### config.mk
export PLATFORM = sky130hd
export DESIGN_NAME = lap_stop_watch
export DESIGN_NICKNAME = d
export VERILOG_FILES = /design/src/rtl/lap_stop_watch.sv
export SDC_FILE = /design/constraint.sdc
export NUM_CORES = 1
export LEC_CHECK = 0
export CORE_ASPECT_RATIO = 1.25
export CORE_MARGIN = 2
export CORE_UTILIZATION = 30
export CTS_CLUSTER_SIZE = 28
export DETAILED_ROUTE_END_ITERATION = 6
export SYNTH_ARGS = -nofsm -noshare
export SYNTH_HDL_FRONTEND = slang
export SYNTH_SLANG_ARGS = --single-unit
### constraint.sdc
create_clock -name clk -period 2.7 [get_ports clk]
set_clock_uncertainty 0.2 [all_clocks]
set_input_delay 0.405 -clock clk [delete_from_list [all_inputs] [get_ports clk]]
set_output_delay 0.405 -clock clk [all_outputs]
set_load 0.1 [all_outputs]
### src/rtl/lap_stop_watch.sv
// Centisecond stopwatch (MM:SS.cc, BCD) with a circular lap memory and a lap review mode.
// Define LAP_SPLIT_EN to store split times (time since the previous lap) instead of elapsed time.
module lap_stop_watch #(
  parameter int CLK_FREQ  = 100000000,
  parameter int LAP_DEPTH = 8,
  parameter int MIN_WRAP  = 60
) (
  input  logic                           clk,
  input  logic                           reset,
  input  logic                           btn_start,
  input  logic                           btn_lap,
  input  logic                           btn_clear,
  input  logic                           btn_recall,
  output logic [23:0]                    value,
  output logic                           running,
  output logic                           reviewing,
  output logic [$clog2(LAP_DEPTH+1)-1:0] lap_count,
  output logic [$clog2(LAP_DEPTH)-1:0]   review_idx,
  output logic                           lap_full,
  output logic                           overflow
);

  // state    | meaning
  // S_IDLE   | time held at zero, waiting for start
  // S_RUN    | prescaler and time chain advancing, laps recorded
  // S_PAUSE  | time frozen, prescaler phase kept
  // S_REVIEW | value shows a stored lap; returns to IDLE or PAUSE

  localparam int PRESCALE = CLK_FREQ / 100;
  localparam int PS_W     = (PRESCALE > 1) ? $clog2(PRESCALE) : 1;
  localparam int PTR_W    = $clog2(LAP_DEPTH);
  localparam int CNT_W    = $clog2(LAP_DEPTH + 1);

  localparam logic [PS_W-1:0]  PS_LAST  = PS_W'(PRESCALE - 1);
  localparam logic [PTR_W-1:0] PTR_LAST = PTR_W'(LAP_DEPTH - 1);
  localparam logic [CNT_W-1:0] CNT_FULL = CNT_W'(LAP_DEPTH);
  localparam logic [7:0]       MIN_LAST = {4'((MIN_WRAP - 1) / 10), 4'((MIN_WRAP - 1) % 10)};
  localparam logic [23:0]      T_LAST   = {MIN_LAST, 16'h5999};

  typedef enum logic [1:0] {S_IDLE, S_RUN, S_PAUSE, S_REVIEW} state_t;

  state_t           state_q, state_d;
  logic             ret_pause_q, ret_pause_d;
  logic [PS_W-1:0]  ps_q, ps_d;
  logic [23:0]      time_q, time_d;
  logic             ovf_q, ovf_d;
  logic [PTR_W-1:0] wr_ptr_q, wr_ptr_d;
  logic [CNT_W-1:0] cnt_q, cnt_d;
  logic [PTR_W-1:0] idx_q, idx_d;
  logic [23:0]      value_q, value_d;
  logic [23:0]      lap_mem_q [LAP_DEPTH];
  logic [23:0]      lap_mem_d [LAP_DEPTH];
`ifdef LAP_SPLIT_EN
  logic [23:0]      split_q, split_d;
`endif

  logic             tick, lap_wr, clear_all;
  logic             do_clear, do_start, do_lap, do_recall;
  logic [PTR_W:0]   rd_sum;
  logic [PTR_W-1:0] rd_idx;

  // BCD increment of MM:SS.cc; the minute field wraps to zero after MIN_WRAP-1.
  function automatic logic [23:0] time_next(input logic [23:0] t);
    logic [23:0] n;
    n = t;
    if (t[3:0] != 4'd9) n[3:0] = t[3:0] + 4'd1;
    else begin
      n[3:0] = 4'd0;
      if (t[7:4] != 4'd9) n[7:4] = t[7:4] + 4'd1;
      else begin
        n[7:4] = 4'd0;
        if (t[11:8] != 4'd9) n[11:8] = t[11:8] + 4'd1;
        else begin
          n[11:8] = 4'd0;
          if (t[15:12] != 4'd5) n[15:12] = t[15:12] + 4'd1;
          else begin
            n[15:12] = 4'd0;
            if (t[23:16] == MIN_LAST) n[23:16] = 8'h00;
            else if (t[19:16] != 4'd9) n[19:16] = t[19:16] + 4'd1;
            else begin
              n[19:16] = 4'd0;
              n[23:20] = t[23:20] + 4'd1;
            end
          end
        end
      end
    end
    return n;
  endfunction

  always_comb begin
    do_clear  = btn_clear;
    do_start  = btn_start & ~btn_clear;
    do_lap    = btn_lap & ~btn_start & ~btn_clear;
    do_recall = btn_recall & ~btn_lap & ~btn_start & ~btn_clear;
  end

  always_comb begin
    state_d     = state_q;
    ret_pause_d = ret_pause_q;
    ps_d        = ps_q;
    time_d      = time_q;
    ovf_d       = ovf_q;
    wr_ptr_d    = wr_ptr_q;
    cnt_d       = cnt_q;
    idx_d       = idx_q;
    lap_mem_d   = lap_mem_q;
`ifdef LAP_SPLIT_EN
    split_d     = split_q;
`endif
    tick        = 1'b0;
    lap_wr      = 1'b0;
    clear_all   = 1'b0;

    if (state_q == S_RUN) begin
      if (ps_q == PS_LAST) begin
        ps_d = '0;
        tick = 1'b1;
      end else begin
        ps_d = ps_q + 1'b1;
      end
    end

    if (tick) begin
      time_d = time_next(time_q);
      if (time_q == T_LAST) ovf_d = 1'b1;
`ifdef LAP_SPLIT_EN
      split_d = time_next(split_q);
`endif
    end

    case (state_q)
      S_IDLE: begin
        if (do_start) state_d = S_RUN;
        else if (do_recall && cnt_q != '0) begin
          state_d     = S_REVIEW;
          ret_pause_d = 1'b0;
          idx_d       = '0;
        end
      end
      S_RUN: begin
        if (do_start) state_d = S_PAUSE;
        else if (do_lap) lap_wr = 1'b1;
      end
      S_PAUSE: begin
        if (do_clear) clear_all = 1'b1;
        else if (do_start) state_d = S_RUN;
        else if (do_recall && cnt_q != '0) begin
          state_d     = S_REVIEW;
          ret_pause_d = 1'b1;
          idx_d       = '0;
        end
      end
      S_REVIEW: begin
        if (do_clear) clear_all = 1'b1;
        else if (do_lap) begin
          if (CNT_W'(idx_q) + CNT_W'(1) == cnt_q) idx_d = '0;
          else idx_d = idx_q + 1'b1;
        end else if (do_recall) begin
          state_d = ret_pause_q ? S_PAUSE : S_IDLE;
        end
      end
      default: state_d = S_IDLE;
    endcase

    if (lap_wr) begin
`ifdef LAP_SPLIT_EN
      lap_mem_d[wr_ptr_q] = split_q;
      // Keep a tick landing on the lap edge so the next split stays exact.
      split_d = tick ? 24'h000001 : 24'h000000;
`else
      lap_mem_d[wr_ptr_q] = time_q;
`endif
      wr_ptr_d = (wr_ptr_q == PTR_LAST) ? '0 : wr_ptr_q + 1'b1;
      if (cnt_q != CNT_FULL) cnt_d = cnt_q + 1'b1;
    end

    if (clear_all) begin
      state_d   = S_IDLE;
      ps_d      = '0;
      time_d    = '0;
      ovf_d     = 1'b0;
      wr_ptr_d  = '0;
      cnt_d     = '0;
      idx_d     = '0;
      lap_mem_d = '{default: '0};
`ifdef LAP_SPLIT_EN
      split_d   = '0;
`endif
    end

    rd_sum = {1'b0, wr_ptr_q} + (PTR_W+1)'(LAP_DEPTH - 1) - {1'b0, idx_q};
    if (rd_sum >= (PTR_W+1)'(LAP_DEPTH)) rd_sum = rd_sum - (PTR_W+1)'(LAP_DEPTH);
    rd_idx  = rd_sum[PTR_W-1:0];
    value_d = (state_q == S_REVIEW) ? lap_mem_q[rd_idx] : time_q;
  end

  always_ff @(posedge clk or negedge reset) begin
    if (!reset) begin
      state_q     <= S_IDLE;
      ret_pause_q <= 1'b0;
      ps_q        <= '0;
      time_q      <= '0;
      ovf_q       <= 1'b0;
      wr_ptr_q    <= '0;
      cnt_q       <= '0;
      idx_q       <= '0;
      value_q     <= '0;
      lap_mem_q   <= '{default: '0};
`ifdef LAP_SPLIT_EN
      split_q     <= '0;
`endif
    end else begin
      state_q     <= state_d;
      ret_pause_q <= ret_pause_d;
      ps_q        <= ps_d;
      time_q      <= time_d;
      ovf_q       <= ovf_d;
      wr_ptr_q    <= wr_ptr_d;
      cnt_q       <= cnt_d;
      idx_q       <= idx_d;
      value_q     <= value_d;
      lap_mem_q   <= lap_mem_d;
`ifdef LAP_SPLIT_EN
      split_q     <= split_d;
`endif
    end
  end

  assign value      = value_q;
  assign running    = (state_q == S_RUN);
  assign reviewing  = (state_q == S_REVIEW);
  assign lap_count  = cnt_q;
  assign review_idx = idx_q;
  assign lap_full   = (cnt_q == CNT_FULL);
  assign overflow   = ovf_q;

endmodule

# Yosys cells after proc, flatten, opt, wreduce, memory -nomap -nowiden
# Index checks and enable logic that the tools add are counted.
# word_totals
output_inout_bits	35
in_bits	6
regBits	274
elab_cells	170
# classes
reduce_logical	22
magnitude_cmp	4
eq_ne	31
bitwise_logic	11
n_addsub	14
mux	66
# ops
op	count
$mux 192	2
$bwmux 192	1
$mux 24	6
$mux 20	4
$bmux 24 s3	1
$demux 24 s3	1
$mux 4	9
$mux 3	11
$add 4x1->4 const B	7
$eq 24x23->1 const B	1
$add 20x1->20 const B	1
$eq 20x20->1 const B	1
$ne 4x4->1 const B	5
$mux 2	9
$ne 2x2->1 const B	9
$mux 16	1
$mux 8	2
$mux 1	15
$ge 4x4->1 const B	3
$mux 12	1
$reduce_and 6->1	2
$reduce_bool 2->1	6
$reduce_and 5->1	2
$ne 3x1->1 const B	3
other kinds (28)	45

# Longest topological paths before layout
# Gate-level depths: netlist (run 1).
# logic_depth
depth_word	10
depth_mapped	10
depth_no_buf	7

# Worst setup path after synthesis (run 1)
# Ideal clock, no wire load.
# synth_path
path_kind	register -> register
start	reg idx_q[0], in the netlist review_idx[0]
end	reg value_q[14], in the netlist value[14]
path_buffers	2
slack_ns	-0.751
synth_period_minus_slack_ns	3.451
t_required_ns	2.313
setup_time_ns	0.187
path_stages_with_launch	9
t_arrival_ns	3.063
path_cell_list	dfrtp_1 -> inv_1 -> ha_1 -> fa_1 -> clkbuf_1 -> clkbuf_1 -> mux4_2 -> mux2i_1 -> a21oi_1
# synth_between
elab_chain_cells	8
word_cells_on_any_way	9
classes_between	2 x add/sub; 1 x order compare; 5 x mux; 1 x bitwise
# synth_rtl
item	line_no	source
start, declared	49	logic [PTR_W-1:0] idx_q, idx_d;
start signal, assigned	221	idx_q <= idx_d;
$sub 4x3->4 (*)	192	rd_sum = {1'b0, wr_ptr_q} + (PTR_W+1)'(LAP_DEPTH - 1) - {1'b0, idx_q};
$ge 4x4->1 or $sub 3x1->3 (tied branches)	193	if (rd_sum >= (PTR_W+1)'(LAP_DEPTH)) rd_sum = rd_sum - (PTR_W+1)'(LAP_DEPTH);
$mux 3 (*)	193	
$not 3->4 (not written as such) (*)	195	value_d = (state_q == S_REVIEW) ? lap_mem_q[rd_idx] : time_q;
$bmux 24 s3 (*)	195	
$mux 24 (not written as such) (*) (2 in series)	195	
$mux 24 (*)	195	
via value_d[14]	50	logic [23:0] value_q, value_d;
end signal, assigned	222	value_q <= value_d;
end, declared	50	
# The timed path passes the listed nets; every way through them passes the cells marked *. The select of a mux whose other input is x is not followed.
# A chain may end at the register's enable or synchronous reset.

# Worst setup path after layout (run 1)
# layout_path
start	reg ps_q[7]
end	reg time_q[4]
# layout_between
elab_chain_cells	5
# layout_rtl
item	line_no	source
start, declared	44	logic [PS_W-1:0] ps_q, ps_d;
start signal, assigned	216	ps_q <= ps_d;
$eq 20x20->1	116	if (ps_q == PS_LAST) begin
$mux 1	116	
$mux 1	115	if (state_q == S_RUN) begin
$reduce_bool 2->1 (no line)	n/a	
$reduce_and 2->1 (no line)	n/a	
end signal, assigned	217	time_q <= time_d;
end, declared	45	logic [23:0] time_q, time_d;
# Every way passes these cells.

==> impl_results.md, run 1 <==
- Mapped Area: 13,400 um^2
- Initial Util: 30.4%
- Most used flip-flop cell after synthesis: dfrtp_1
- Die Y-Extent: 240 um
- Detail-routed via count per cell: 4.96
- Tot GR Track Use: 15.2%
- CTS tree: done
- Worst-Margin Slew: 718 ps
- Via Count: 10.1k
- Final nets: 1,465
- Post-synthesis sequential area ratio: 51.3%
- Synth Register Bits: 274
- Peak Freq: 0.393 GHz
- Setup_tns: 0 ps
- Final wirelength: 34.2 mm
- Max-slew violation count: 0
- Largest net degree at the start of global routing: 69
- Maxcap violations: 0
- Vias in the first global route: 10.2k
- Port Buffers: 40
- Insertion delay to the later sink of the worst-skew pair: 570 ps
- CP max stage cell: or4_4
- CP startpoint kind: flip-flop
- Most common cell in the netlist: nand2_1
- Max stage delay on crit path: 560 ps
- Die width: 193 um
- Final Total Pwr: 0.0132 W
- Die Footprint: 46,200 um^2
- PwrDens: 842 nW/um^2
- CTS clk-pin slew, worst paths: 60 ps
- Fin crit period: 2550 ps
- Drc violations: 0
- # rows: 86
- Final period util: 94.3%
- Area contributors post-synth: dfrtp_1 (51%), nand2_1 (12%), mux4_2 (8.1%), o21ai_0 (8.0%), clkbuf_1 (2.8%)
- Crit-path max FO: 13
- Final ANT Viol Nets: 0
- Final Setup Violations: 0
- Number of synthesized flops with an enable pin: 0
- First-pass GRT wire length: 56.2 mm
- WP data required: 2970 ps
- RSZ-0062 raised after global routing: no
- Arr. time, crit path: 2810 ps
- Clock root buffer: clkbuf_16
- Status: complete, no violations
- Max Root-Sink Buffers: 3
- Yosys top cell area share: 51.3%
- Number of synthesis warnings: 0
- 1st-iter DRT viols: 601
- Initial antenna violation count: 0
- Cts bufs inserted: 27
- Setup bufs post-CTS: 0
- Fraction of registers with async set/reset: 100%
- Gpl congestion: 0.808
- H-tree levels: 1
- Final hold vios: 0
- IO Count: 41
- DP HPWL: 21.8 mm
- Max VDD drop: 0.902 mV
- Inserted Diodes: 0
- Slew headroom: 52.0%
- Yosys cell types: 64
- Leak: 6.80 nW
- Layout Area Growth over Synthesis: 17.6%
- Congestion Overflow GR: 0
- Cell accounting for the most synthesized area: dfrtp_1
- Routed len/inst: 16.8 um
- Post-synthesis cell count: 1,416
- Crit end category: flip-flop
- Core Box Area: 44,000 um^2
- Hold crit path type: in -> async
- Share of cells above drive strength 1: 16.3%
- Critical path class: reg -> reg
- Cell Chain, Critical Path: or4_4 -> nor4_4 -> nand3_2 -> buf_4 -> or3_1 -> a21oi_1
- Detailed Routing Iterations Pass 1: 5
- Syn avg cell area: 9.43 um^2
- Clk sinks: 274
- Mapped Nets: 1,442
- Synth cell count leaders: nand2_1 (421), dfrtp_1 (274), o21ai_0 (213)
registers in the layout, summed over array words and instances, names as in the netlist:
name and cells:
overflow 1, review_idx 3, ret_pause_q 1, wr_ptr_q 3, lap_count 4, time_q 24, ps_q 20, value 24
state_q 2, lap_mem_q 192
kinds of logic (layout without fill, tap and decap cells):
group / Yosys count / after routing / share of synthesized area [%]
muxes: 79 / 79 / 10.5
adders and majority gates: 20 / 20 / 1.93
AOI/OAI and AO/OA: 315 / 315 / 12.8
and+or+nand+nor: 578 / 578 / 18.5
buffers and inverters: 140 / 183 / 4.34
DFF: 274 / 274 / 51.3
xor gates and xnor gates: 10 / 10 / 0.656
metrics by stage:
step,instance area (um^2),util [%],hold WS (ps),std cells,setup WS [ps]
after CTS,15700,35.7,200,2031,123
after global placement,14800,33.6,211,1981,54.3
after detailed placement,14800,33.6,212,1981,-7.22
after floorplan,13400,-,-90.6,1416,16.3
after global routing,15700,35.7,233,2031,53.6
final,15700,35.7,187,2031,155
layout make-up:
type	instances	area, um^2
Fill cell	4307	28300
Sequential cell	274	6860
Multi-Input combinational cell	1002	6020
Timing Repair Buffer	113	1120
Clock buffer	39	791
Tap cell	572	716
Clock inverter	10	120
Inverter	21	78.8
metal layers:
metal	share of wire (%)	vias up	track usage [%]
met1	43	4967	19.6
li1	-	4876	-
met3	3.8	49	1.56
met4	2.1	0	4.46
met2	51	186	26.8
met5	0	-	0
layout by cell type (no fill, tap or decap), types with 4 or more instances in the layout:
| cell | netlist | routed |
|---|---|---|
| a21oi_1 | 55 | 55 |
| xor2_1 | 6 | 6 |
| nand3b_1 | 7 | 7 |
| buf_4 | 1 | 87 |
| or4_1 | 7 | 7 |
| nor3b_1 | 4 | 4 |
| mux2i_1 | 27 | 27 |
| mux4_2 | 48 | 48 |
| o31ai_1 | 5 | 5 |
| inv_1 | 20 | 20 |
| clkbuf_16 | 0 | 27 |
| clkbuf_1 | 98 | 5 |
| nor3_1 | 14 | 10 |
| buf_12 | 0 | 20 |
| a31oi_1 | 13 | 13 |
| or3_1 | 9 | 9 |
| clkinv_2 | 0 | 5 |
| nand4_1 | 4 | 4 |
| o21ai_0 | 213 | 213 |
| clkbuf_8 | 1 | 7 |
| nand2b_1 | 6 | 6 |
| clkdlybuf4s50_1 | 0 | 4 |
| mux2_2 | 4 | 4 |
| dfrtp_1 | 274 | 272 |
| nor2_1 | 52 | 48 |
| ha_1 | 19 | 18 |
| nand2_1 | 421 | 420 |
| a21o_1 | 5 | 5 |
| nor3_2 | 0 | 4 |
| nand3_1 | 27 | 27 |
| nor2_4 | 0 | 4 |
critical path, delay by kind of cell (launching register included):
family          cells  cell delay [ps]
buf+inv             1              250
compound gates      1              160
flops               1              410
simple gates        4             1440
what timing repair did:
action                                 4_1_cts  5_1_grt
endpoints found under the hold margin       57        0
resized for setup                            0        0
hold buffers                                 1        0
worst paths after layout:
kind,from,to,slack [ps],depth (start not counted)
setup / recovery,ps_q[7]$_DFFE_PN0P_,time_q[4]$_DFFE_PN0P_,150,6
hold reg to reg,ps_q[19]$_DFFE_PN0P_,ps_q[19]$_DFFE_PN0P_,280,1
setup reg to reg,ps_q[7]$_DFFE_PN0P_,time_q[4]$_DFFE_PN0P_,150,6
hold / removal,reset,lap_mem_q[123]$_DFFE_PN0P_,190,2
max in group asynchronous,reset,lap_mem_q[56]$_DFFE_PN0P_,1290,3
min in group clk,ps_q[19]$_DFFE_PN0P_,ps_q[19]$_DFFE_PN0P_,280,1
where the power goes:
group	internal, W	switching [W]	total, W
registers	0.00440	0.000267	0.00467
clock network	0.00223	0.00166	0.00389
logic	0.00136	0.00331	0.00467
total	0.00800	0.00524	0.0132
Power figures use the tool's default switching activity.
==> run 2, diff against run 1 <==
--- a/config.mk
+++ b/config.mk
@@ -10,6 +10,8 @@
 export CORE_UTILIZATION = 30
 export CTS_CLUSTER_SIZE = 28
 export DETAILED_ROUTE_END_ITERATION = 6
+export PLACE_DENSITY_LB_ADDON = 0.1
 export SYNTH_ARGS = -nofsm -noshare
 export SYNTH_HDL_FRONTEND = slang
 export SYNTH_SLANG_ARGS = --single-unit
+export TNS_END_PERCENT = 50
==> impl_results.md, run 2 (same netlist as run 1, synthesis figures left out) <==
- Layout Cells excl Fill: 2,038 (was 2,031)
- Final Setup Violations: 0 (unchanged)
- Hold crit path type: in -> async (unchanged)
- Layout Area Growth over Synthesis: 18.8% (was 17.6%)
- Cell Chain, Critical Path: inv_1 -> ha_4 -> fa_2 -> buf_12 -> mux4_2 -> mux2i_1 -> a21oi_1 (was or4_4 -> nor4_4 -> nand3_2 -> buf_4 -> or3_1 -> a21oi_1)
- CTS tree: done (unchanged)
- Clk sinks: 274 (unchanged)
- Critical path's top delay family: adder cells (was simple AND/OR/NAND/NOR gates)
- Detailed Routing Iterations Pass 1: 5 (unchanged)
- Slew headroom: 51.7% (was 52.0%)
- Crit end category: flip-flop (unchanged)
- H-tree levels: 2 (was 1)
- Share of cells above drive strength 1: 16.6% (was 16.3%)
- Peak Freq: 0.400 GHz (was 0.393 GHz)
- Max VDD drop: 0.857 mV (was 0.902 mV)
- Worst Reg-to-Reg Cells: 7 (was 6)
- Placed insts: 1,979 (was 1,981)
- FF-to-FF setup slack: 200 ps (was 150 ps)
- Max stage delay on crit path: 580 ps (was 560 ps)
- Status: complete, no violations (unchanged)
- Die Footprint: 46,200 um^2 (unchanged)
- Tot GR Track Use: 17.3% (was 15.2%)
- CTS clk-pin slew, worst paths: 60 ps (about the same)
- Buf/Inv on CP: 2 (was 1)
- Via Count: 9,912 (was 10.1k)
- Final period util: 92.6% (was 94.3%)
- First-pass GRT wire length: 61.7 mm (was 56.2 mm)
- WP data required: 2880 ps (was 2970 ps)
- Max Root-Sink Buffers: 3 (unchanged)
- Final ANT Viol Nets: 0 (unchanged)
- Detail-routed via count per cell: 4.86 (was 4.96)
- IO Count: 41 (unchanged)
- Arr. time, crit path: 2680 ps (was 2810 ps)
- Initial antenna violation count: 0 (unchanged)
- Final Total Pwr: 0.0140 W (was 0.0132 W)
- Final hold vios: 0 (unchanged)
- Max-slew violation count: 0 (unchanged)
- Core Box Area: 44,000 um^2 (unchanged)
- CP startpoint kind: flip-flop (unchanged)
- Die Y-Extent: 240 um (unchanged)
- # rows: 86 (unchanged)
- Final nets: 1,470 (was 1,465)
- Leak: 6.89 nW (was 6.80 nW)
- Commonest non-fill, non-tap cell in the layout: nand2_1 (unchanged)
- Cts bufs inserted: 34 (was 27)
- 1st-iter DRT viols: 507 (was 601)
- Fin crit period: 2500 ps (was 2550 ps)
- Max FFs per register: 192 (unchanged)
- Clock root buffer: clkbuf_16 (unchanged)
- CP max stage cell: fa_2 (was or4_4)
- Largest Register: lap_mem_q (unchanged)
- Most frequent cells in the layout: nand2_1 (420), dfrtp_1 (272), o21ai_0 (213) (unchanged)
- Congestion Overflow GR: 0 (unchanged)
- FF-to-FF End: value[19]$_DFF_PN0_ (was time_q[4]$_DFFE_PN0P_)
- Setup_tns: 0 ps (unchanged)
- RSZ-0062 raised after global routing: no (unchanged)
- Pre-CTS setup slack: 24.6 ps (was -7.22 ps)
- Insertion delay to the later sink of the worst-skew pair: 530 ps (was 570 ps)
- Final wirelength: 37.8 mm (was 34.2 mm)
- Critical path class: reg -> reg (unchanged)
- Setup ws final: 200 ps (was 155 ps)
- Largest net degree at the start of global routing: 74 (was 69)
- PwrDens: 880 nW/um^2 (was 842 nW/um^2)
- R2r startpoint: review_idx[0]$_DFFE_PN0P_ (was ps_q[7]$_DFFE_PN0P_)
- Crit-path max FO: 26 (was 13)
- Maxcap violations: 0 (unchanged)
- DP HPWL: 22.8 mm (was 21.8 mm)
- Inserted Diodes: 0 (unchanged)
- Gpl congestion: 0.725 (was 0.808)
- Drc violations: 0 (unchanged)
- Routed len/inst: 18.6 um (was 16.8 um)
- Worst-Margin Slew: 721 ps (was 718 ps)
- Vias in the first global route: 10.3k (was 10.2k)
- Die width: 193 um (unchanged)
- Setup bufs post-CTS: 0 (unchanged)
- Initial Util: 30.4% (unchanged)
- Port Buffers: 40 (unchanged)
- # fillers: 4,359 (was 4,307)
## run 2: cell count changes in the layout (fill, tap and decap cells not counted), moves of 2 or more
cell,change
buf_4,-2
clkbuf_1,+2
clkbuf_16,+8
clkbuf_8,+2
clkinvlp_4,-2
## run 2: timing repair
action,in CTS,in global routing
gates resized for setup,0,0
hold buffers,1,0
endpoints found under the hold margin,59,0
## run 2: per-stage QoR
stage / cell area (um^2) / hold slack [ps] / utilization [%]
2_1_floorplan: 13400 / -90.6 / -
3_3_place_gp: 14800 / 204 / 33.6
3_5_place_dp: 14800 / 202 / 33.6
4_1_cts: 15900 / 230 / 36.1
5_1_grt: 15900 / 262 / 36.1
6_report: 15900 / 220 / 36.1
## run 2: final cells by class
class	count	area (um^2)	area share, %
Clock buffer	51	1030	6.46
Clock inverter	7	63.8	0.402
Inverter	21	78.8	0.497
Multi-Input combinational cell	1002	6020	37.9
Sequential cell	274	6860	43.2
Tap cell	572	716	4.51
Timing Repair Buffer	111	1100	6.95
## run 2: how the worst max path moves through the flow
stage | start | to | depth (start not counted)
floorplan | review_idx[0]$_DFFE_PN0P_ | value[14]$_DFF_PN0_ | 6
global placement | btn_clear | review_idx[2]$_DFFE_PN0P_ | 7
detailed placement | btn_start | lap_mem_q[171]$_DFFE_PN0P_ | 7
CTS | review_idx[0]$_DFFE_PN0P_ | value[19]$_DFF_PN0_ | 7
global route | ps_q[0]$_DFFE_PN0P_ | time_q[8]$_DFFE_PN0P_ | 7
finish | review_idx[0]$_DFFE_PN0P_ | value[19]$_DFF_PN0_ | 7
## run 2: where the power goes
group          internal, W  leakage (nW)  switching (W)  total (W)
clock              0.00271         0.542        0.00179    0.00450
sequential         0.00441          3.80       0.000298    0.00471
combinational      0.00138          2.55        0.00337    0.00475
## run 2: metal layers
layer	GRT usage, %	vias to the layer above	share of wire, %
li1	-	4885	-
met1	23.8	4828	47
met4	4.60	0	2.1
met5	0	-	0
met3	2.19	57	3.0
met2	28.7	142	48
## run 2: worst register-to-register path, stage by stage (launching register included)
cell     delay, ps
dfrtp_4        460
inv_1           90
ha_4           160
fa_2           580
buf_12         220
mux4_2         360
mux2i_1        160
a21oi_1        120
